<file path="src/rtl/mem_stage_skid.sv">
// Memory-stage pipeline register: valid/ready handshake, two-entry skid buffer,
// global stall enable and synchronous flush.
module mem_stage_skid #(
    parameter int DATA_W      = 36,
    parameter bit FLUSH_CLEAR = 1'b1
) (
    input  logic              stg_clk,
    input  logic              reset,
    input  logic              stg_ena,
    input  logic              stg_x,
    input  logic              in_valid,
    input  logic [DATA_W-1:0] in_data,
    output logic              in_ready,
    output logic              out_valid,
    output logic [DATA_W-1:0] out_data,
    input  logic              out_ready,
    output logic [1:0]        occupancy
);

    // The state encoding is the valid pair {s_valid, m_valid}.
    typedef enum logic [1:0] {
        EMPTY = 2'b00,
        ONE   = 2'b01,
        TWO   = 2'b11
    } state_t;

    state_t            state;
    state_t            state_next;
    logic [DATA_W-1:0] m_data;
    logic [DATA_W-1:0] s_data;
    logic [DATA_W-1:0] m_data_next;
    logic [DATA_W-1:0] s_data_next;
    logic              m_valid;
    logic              s_valid;
    logic              acc;
    logic              emit;

    assign m_valid   = state[0];
    assign s_valid   = state[1];
    assign in_ready  = stg_ena & ~s_valid;
    assign out_valid = stg_ena & m_valid;
    assign out_data  = m_data;
    assign occupancy = {1'b0, m_valid} + {1'b0, s_valid};
    assign acc       = in_valid & in_ready;
    assign emit      = out_valid & out_ready;

    always_ff @(posedge stg_clk or posedge reset) begin
        if (reset) begin
            state  <= EMPTY;
            m_data <= '0;
            s_data <= '0;
        end else begin
            state  <= state_next;
            m_data <= m_data_next;
            s_data <= s_data_next;
        end
    end

    // Flush wins over stall; an entry emitted during the flush cycle counts as consumed.
    always_comb begin
        state_next  = state;
        m_data_next = m_data;
        s_data_next = s_data;
        if (stg_x) begin
            state_next = EMPTY;
            if (FLUSH_CLEAR) begin
                m_data_next = '0;
                s_data_next = '0;
            end
        end else if (stg_ena) begin
            case (state)
                EMPTY: begin
                    if (acc) begin
                        m_data_next = in_data;
                        state_next  = ONE;
                    end
                end
                ONE: begin
                    if (acc && emit) begin
                        m_data_next = in_data;
                    end else if (acc) begin
                        s_data_next = in_data;
                        state_next  = TWO;
                    end else if (emit) begin
                        state_next = EMPTY;
                    end
                end
                TWO: begin
                    if (emit) begin
                        m_data_next = s_data;
                        state_next  = ONE;
                    end
                end
                default: state_next = EMPTY;
            endcase
        end
    end

endmodule

</file>
<file path="config.mk">
export PLATFORM = sky130hd
export DESIGN_NAME = mem_stage_skid
export DESIGN_NICKNAME = d
export VERILOG_FILES = /design/src/rtl/mem_stage_skid.sv
export SDC_FILE = /design/constraint.sdc
export NUM_CORES = 1
export LEC_CHECK = 0
export CAP_MARGIN = 15
export CORE_UTILIZATION = 50
export DETAILED_ROUTE_END_ITERATION = 16
export HOLD_SLACK_MARGIN = 0.06
export PLACE_DENSITY_LB_ADDON = 0.25
export RECOVER_POWER = 25
export SETUP_SLACK_MARGIN = 0.5
export SYNTH_ARGS = -nofsm -noshare
export SYNTH_HDL_FRONTEND = slang
export SYNTH_SLANG_ARGS = --single-unit
</file>
<file path="constraint.sdc">
create_clock -name stg_clk -period 2.55 [get_ports stg_clk]
set_input_delay 0.51 -clock stg_clk [delete_from_list [all_inputs] [get_ports stg_clk]]
set_output_delay 0.51 -clock stg_clk [all_outputs]
set_load 0.02 [all_outputs]
</file>
After elaboration in Yosys (flattened, before gate mapping). Cells that the tools add are included. Widths: inputs -> output; s select.

Bits in registers: 74. Input port bits: 42. Output and inout port bits: 40. Logic and storage cells: 44.

$add $sub $neg: 1. Equal/unequal tests: 8. Mux-type cells: 18. Bitwise gates (word level): 5. Reduce and logical (&&, ||, !) cells: 9.

Operators by type and width (number): $mux 36 (9); $pmux 36 s3 (1); $mux 2 (7); $ne 3x3->1 const B (4); $reduce_and 5->1 (2); $pmux 2 s3 (1); $reduce_bool 2->1 (3); $and 1x1->1 (4); $ne 4x4->1 const B (1); $reduce_and 4->1 (1); $reduce_bool 4->1 (1); $add 1x1->2 (1); $eq 2x1->1 const B (1); $eq 2x2->1 const B (1); $logic_not 2->1 (1); $ne 2x2->1 const B (1); $logic_and 1x1->1 (1); $not 1->1 (1).

Logic depth before layout (Yosys ltp). Gate-level depths: netlist (run 1).

Depth in word-level cells: 8. Depth in mapped cells: 7. Mapped depth without buffers: 6.

Worst setup path after synthesis (run 1). No wires, ideal clock.

Path type: flip-flop to flip-flop. Start: reg state[0]. End: reg m_data[0], in the netlist out_data[0]. Library setup time: 0.125 ns. Arrival time: 1.944 ns. Data required time: 2.425 ns. Slack: 0.482 ns. Stages on the path, launching flop included: 7. Buffers on the path: 2. Clock period less this slack: 2.068 ns. Cells stage by stage: dfrtp_1 ha_1 buf_2 a21oi_1 a21oi_4 buf_6 mux2_2.

Longest elaborated chain between the ends: 5. Elaborated cells on any way between the ends: 14. Classes of those cells: 5 x eq/ne; 3 x mux; 2 x bitwise; 4 x reduce/logical.

Ends and longest elaborated chain: start, declared (RTL line 27) `state_t state;`; start signal, assigned (RTL line 53) `state <= state_next;`; $and 1x1->1 (RTL line 41) `assign out_valid = stg_ena & m_valid;`; $and 1x1->1 (RTL line 45) `assign emit = out_valid & out_ready;`; $logic_and 1x1->1 (RTL line 79) `if (acc && emit) begin`; $ne 3x3->1 (no line); $reduce_and 5->1 (no line); end signal, assigned (RTL line 54) `m_data <= m_data_next;`; end, declared (RTL line 29) `logic [DATA_W-1:0] m_data;`.

Several ways; a longest one is shown, not always the timed one. The select of a mux whose other input is x is not followed. A chain may end at the register's enable or synchronous reset.

Final worst setup path (run 1).
Start: reg state[0]. End: out occupancy[1].

Longest elaborated chain between the ends: 1.

Ends and longest elaborated chain: $add 1x1->2 (RTL line 43) `assign occupancy = {1'b0, m_valid} + {1'b0, s_valid};`; end, declared (RTL line 17) `output logic [1:0] occupancy`.

No other way between the ends.

==> results of run 1 <==
worst max path at each step:
stage | start | end
CTS | state[0]$_DFFE_PP0P_ | occupancy[0]
global route | state[0]$_DFFE_PP0P_ | occupancy[0]
floorplan | state[0]$_DFFE_PP0P_ | out_data[0]$_DFFE_PP0P_
detailed placement | stg_ena | in_ready
finish | state[0]$_DFFE_PP0P_ | occupancy[1]
global placement | stg_ena | in_ready
power groups by stage:
stage | clock network (mW) | logic (mW) | registers (mW)
final | 0.827 | 1.07 | 1.43
after global routing | 0.910 | 1.16 | 1.46
after CTS | 0.859 | 1.05 | 1.45
after detailed placement | 0 | 1.06 | 1.47
after global placement | 0 | 1.04 | 1.46
after floorplan | 0 | 0.467 | 1.59
cell usage after synthesis:
cell type   n  area, sq um
nand4b_1    1        8.760
buf_6       3        33.78
nand2_1    73        274.0
a21oi_2     2        17.52
and3_1      1        6.260
a21bo_2     1        10.01
nor2_1     37        138.9
ha_1        4        50.05
dfrtp_1    74         1852
nor2b_1     2        12.51
mux2_1      2        22.52
a211o_1     1        8.760
and4b_1     1        10.01
clkbuf_1   10        37.54
o21ai_2     1        8.760
and2_1      1        6.260
and3b_1     1        8.760
buf_2       8        40.04
a21oi_4     1        16.27
nor3_1      3        15.01
a21oi_1    37        185.2
mux2_2     35        394.1
mux2i_1    37        370.4
inv_1       3        11.26
nand3_1     1        5.000
nor4_1      1        6.260
cell usage in the layout (no fill, tap or decap), drive strengths merged, types with 2 or more instances in the layout:
master and n:
nor2 37, clkbuf 14, buf 14, nor2b 2, a21oi 40, clkdlybuf4s50 75
dfrtp 74, nand2 73, dlygate4sd2 2, mux2 37, mux2i 37, inv 3
ha 4, clkinvlp 5, nor3 3
per-layer routing:
metal	vias up	track usage [%]
met5	-	0
met4	0	8.939
met3	10	5.048
met2	55	36.36
met1	1295	26.99
li1	1313	-
what timing repair did:
action | in CTS | in global routing
gates resized for setup | 7 | 3
setup buffers | 0 | 2
endpoints found under the setup margin | 29 | 24
worst reg2reg max path, delay by kind of cell (launching register included):
family | cells | cell delay, ps
DFF | 1 | 440
AOI/OAI and AO/OA | 3 | 460
muxes | 1 | 360
buffers and inverters | 2 | 350
adders and majority gates | 1 | 210
state kept, by name, indices dropped and copies added (netlist names):
| signal | count |
|---|---|
| out_data | 36 |
| s_data | 36 |
| state | 2 |
final cells by class:
class / count / area, sq um
Tap cell: 96 / 120.1
Clock inverter: 5 / 38.79
Multi-Input combinational cell: 243 / 1585
Inverter: 3 / 12.51
Timing Repair Buffer: 95 / 932.1
Fill cell: 548 / 2147
Sequential cell: 74 / 1854
Clock buffer: 11 / 141.4
stage by stage:
stage / hold WS, ps / instances / cell area [sq um] / util (%) / worst slack, ps
6_report: 484.7 / 527 / 4684 / 68.57 / 562.7
4_1_cts: 491.7 / 525 / 4684 / 68.57 / 454.6
2_1_floorplan: 501.0 / 341 / 3556 / - / 540.3
5_1_grt: 517.5 / 527 / 4684 / 68.57 / 501.5
3_5_place_dp: 473.7 / 509 / 4506 / 65.95 / 201.2
3_3_place_gp: 466.6 / 509 / 4506 / 65.95 / 213.8
cells by family (layout without fill, tap and decap cells):
group / after synthesis / count (layout) / share of synthesized area (%)
flops: 74 / 74 / 52.17
fa+ha+maj: 4 / 4 / 1.410
buf+inv: 24 / 114 / 3.454
simple gates: 122 / 122 / 13.85
compound gates: 43 / 43 / 6.944
mux: 74 / 74 / 22.17
==> results.md, run 1 <==
* Mapped Nets at 387
* CP Cell Sequence: buf_4 -> ha_2 -> dlygate4sd2_1
* Max Used Layer: met4
* First-pass GRT wire length at 12.39 mm
* Total power at 3.328 mW
* Metal2 WL at 3.654 mm
* RSZ-0062 raised after global routing: false
* Met1 WL at 3.167 mm
* Die Height at 86.26 um
* Worst Path Buf+Inv at 2
* Later-pin clock latency in the skew report at 350 ps
* Reg2Reg Launch Point: state[0]$_DFFE_PP0P_
* Detailed Route WL at 7.230 mm
* Number of cells on the critical path at 3
* H-Tree Depth at 3
* Reg2reg end: out_data[35]$_DFFE_PP0P_
* Switching Fraction at 32.08%
* Leak pwr at 1.950 nW
* Setup TNS at 0 ps
* Share of layout cells above drive strength 1 at 17.40%
* Int Pwr at 2.260 mW
* CP top delay family: buffers and inverters
* Clock Path Buffers at 2
* Slew Limit Headroom at 24.26%
* Final hold violation count at 0
* Synthesized area per cell at 10.41 sq um
* Pin count of the biggest net entering global routing at 46
* CP required at 2040 ps
* Worst hold path type: reg2reg
* Row cnt at 30
* Routed WL per cell at 13.72 um
* Hold wc startpoint: out_data[32]$_DFFE_PP0P_
* Antenna violations before repair at 0
* Synth Register Bits at 74
* Critical path type: reg2out
* Synth-to-layout area growth at 31.97%
* Cell variety after synth at 26
* Hold path cells at 1
* Net switching power of the design at 1.068 mW
* Num CTS Buffers at 9
* Synth warnings at 0
* Vias per inst at 5.072
* Core ar. at 6832 sq um
* Element type at the critical path end: primary output
* IO Port Bufs at 81
* # hold bufs at CTS at 0
* ANT cells at 0
* Seq/Total Area, Yosys at 52.17%
* Placer Congestion at 0.7926
* CP max FO at 5
* Combinational Power Share at 32.0%
* Worst VDD drop at 0.4524 mV
* IO Count at 82
* Clock power share at 24.8%
* CP max stage delay at 440 ps
* Die ar. at 7440 sq um
* Clock sink count at 74
* Clock-pin slew on the worst setup and hold paths at 80 ps
* Via Count at 2673
* Total grt overflow at 0
* Status: finished clean
* HPWL after DPL at 4.934 mm
* Fin crit period at 1987 ps
* Initial drt markers at 137
* Overall die width at 86.26 um
* Worst-margin pin slew at 1130 ps
* PD cells at 710.4 nW/um^2
* DRC at 0
* CTS Root Cell: clkbuf_8
* Seq pwr share at 43.1%
* WL met3 at 309 um
* Number of global-route vias before repair at 2650
* # Max-Cap Violations at 0
* Post-route ant nets at 0
* Post-Syn Instances at 341
* Initial Util at 51.96%
* Worst Skew at 9.265 ps
* Hold path endpoint: out_data[32]$_DFFE_PP0P_
* R2R Setup Slk at 610 ps
* CTS tree: built
* Layout net count at 472
* GRT Total Usage at 21.63%
* R2R cell count at 7
* Setup violations, final at 0
* Worst setup SP type: flop
* WP data arrival at 1480 ps
* Synth Cell Area at 3550 sq um
* Pre-antenna DRT Iters at 4
* Final Max Tran Viols at 0
* Fin crit share at 77.93%
* FMAX at 503.2 MHz
* CP max stage cell: dfrtp_2
(Power assumes the default switching activity.)
==> inputs of run 2 (changes only) <==
CORE_UTILIZATION = 45   (was 50)
clock period = 1.8 ns   (was 2.55 ns; I/O delays follow)
==> run 2 against run 1 <==
Compared with the run above: the flow now finishes with violations (setup timing); power is 56% higher; worst setup slack worse by 610 ps; routed wire length is 20% higher; core utilization is 0.18 points higher; clock-buffer cell count is 1 lower; first-iteration DRC count is 15% lower; register-to-register slack worse by 660 ps; global-route usage is 0.36 points lower; via count is 8.0% higher; combinational power is 74% higher; cell count is 4.0% higher; worst hold slack hardly changed.
==> results.md, run 2 (synthesis results as in run 1) <==
* # Max-Cap Violations at 0
* GRT Total Usage at 21.28%
* Worst VDD drop at 0.5171 mV
* IO Port Bufs at 81
* Pin count of the biggest net entering global routing at 75
* Seq pwr share at 39.4%
* Worst-margin pin slew at 998.0 ps
* Clock sink count at 74
* Die ar. at 8247 sq um
* CTS Root Cell: clkbuf_8
* CP max FO at 6
* Row cnt at 32
* # hold bufs at CTS at 0
* Clock Path Buffers at 2
* H-Tree Depth at 3
* Fin crit period at 1850 ps
* Fin crit share at 102.8%
* Leak pwr at 2.420 nW
* Setup TNS at -687.9 ps
* Overall die width at 90.82 um
* First-pass GRT wire length at 13.85 mm
* Slew Limit Headroom at 33.47%
* Die Height at 90.82 um
* Layout Utilization at 68.75%
* Worst hold path type: reg2reg
* Placer Congestion at 0.7533
* Element type at the critical path end: flop
* WP data arrival at 2130 ps
* Hold wc startpoint: out_data[32]$_DFFE_PP0P_
* Layout net count at 487
* Share of layout cells above drive strength 1 at 47.98%
* ANT cells at 0
* Number of global-route vias before repair at 2871
* DRC at 0
* Final hold violation count at 0
* Detailed Route WL at 8.678 mm
* Switching Fraction at 33.97%
* Later-pin clock latency in the skew report at 360 ps
* Int Pwr at 3.430 mW
* R2R cell count at 9
* Core ar. at 7687 sq um
* Worst Skew at 11.75 ps
* Worst setup SP type: flop
* Post-Place Worst Slack at -340.4 ps
* HPWL after DPL at 5.082 mm
* FMAX at 540.5 MHz
* Final Max Tran Viols at 0
* CP required at 2080 ps
* Initial drt markers at 116
* PD cells at 983.0 nW/um^2
* R2R Setup Slk at -50 ps
* Setup violations, final at 50
* Routed WL per cell at 15.84 um
* Combinational Power Share at 35.7%
* Initial Util at 46.18%
* Reg2reg end: s_data[3]$_DFFE_PP0P_
* Total grt overflow at 0
* Hold path endpoint: out_data[32]$_DFFE_PP0P_
* Vias per inst at 5.266
* Most common cell after layout, fill and taps aside: dfrtp_1
* Clock power share at 24.9%
* CTS tree: built
* RSZ-0062 raised after global routing: true
* Final WS setup at -50.24 ps
* Clock-pin slew on the worst setup and hold paths at 80 ps
* Num CTS Buffers at 9
* Net switching power of the design at 1.765 mW
* Synth-to-layout area growth at 48.89%
* Critical path type: reg2reg
* Antenna violations before repair at 0
* Failing checks: setup timing
* IO Count at 82
* Reg2Reg Launch Point: state[1]$_DFFE_PP0P_
* Pre-antenna DRT Iters at 4
* Status: finished, violations left
* Hold path cells at 1
* Via Count at 2886
* Post-route ant nets at 0
* Most frequent cells in the layout: dfrtp_1, clkdlybuf4s50_1, mux2i_1, a21oi_2, nand2_1
run 2: cell types whose count changed in the layout (fill, tap and decap cells not counted), moves of 31 or more:
| cell | before | now |
|---|---|---|
| a21oi_1 | 37 | 0 |
| clkdlybuf4s50_1 | 75 | 38 |
| a21oi_2 | 1 | 37 |
| nand2_1 | 73 | 37 |
| buf_2 | 1 | 36 |
| nand2_4 | 0 | 31 |
run 2: stage by stage:
step	hold slack [ps]	total power, mW	cells	instance area, sq um
after global placement	468.7	3.712	523	4684
after detailed placement	475.1	3.756	523	4684
after CTS	488.3	4.950	543	4808
after floorplan	490.7	3.004	341	3621
after global routing	505.0	5.444	548	5285
final	485.0	5.195	548	5285
run 2: metal layers:
layer	share of wire, %	track usage (%)	up-vias
met5	0	0	-
met4	2.2	8.333	0
met3	3.5	4.293	14
met2	51	35.61	63
met1	43	27.11	1453
li1	-	-	1356
run 2: timing repair:
action	CTS	global route
endpoints found under the setup margin	114	80
pin swaps	0	66
hold endpoints to repair	0	0
resized for setup	181	113
setup buffers	2	3
gates cloned	2	2
run 2: worst max-delay path: stages, from the launching register on:
cell and delay [ps]:
dfrtp_2 450, inv_4 80, ha_4 150, buf_6 100, nand4b_1 230, a21oi_4 240
buf_12 160, clkbuf_16 170, nand2_4 50, a21oi_2 130
run 2: area by class of cell:
class	count	area [sq um]
clock buffers	10	127.6
clock inverters	6	65.06
fillers	600	2402
inverters	3	20.02
multi-input cells	243	2054
flip-flops and latches	74	1854
well taps	102	127.6
repair buffers	110	1036
run 2: worst max path at each step:
stage	slack (ps)	depth (start not counted)	endpoint	startpoint
finish	-50	9	s_data[3]$_DFFE_PP0P_	state[1]$_DFFE_PP0P_
detailed placement	-340	6	out_data[26]$_DFFE_PP0P_	stg_ena
global placement	-290	6	out_data[26]$_DFFE_PP0P_	stg_ena
floorplan	-40	7	out_data[0]$_DFFE_PP0P_	state[1]$_DFFE_PP0P_
global route	-120	9	s_data[3]$_DFFE_PP0P_	state[1]$_DFFE_PP0P_
CTS	-40	7	out_data[26]$_DFFE_PP0P_	state[1]$_DFFE_PP0P_
run 2: power groups by stage:
| stage | Sequential (mW) | Combinational (mW) | Clock, mW |
|---|---|---|---|
| after floorplan | 2.27 | 0.730 | 0 |
| after global placement | 2.07 | 1.64 | 0 |
| after detailed placement | 2.08 | 1.68 | 0 |
| after CTS | 2.04 | 1.61 | 1.30 |
| after global routing | 2.08 | 1.99 | 1.38 |
| final | 2.05 | 1.86 | 1.29 |
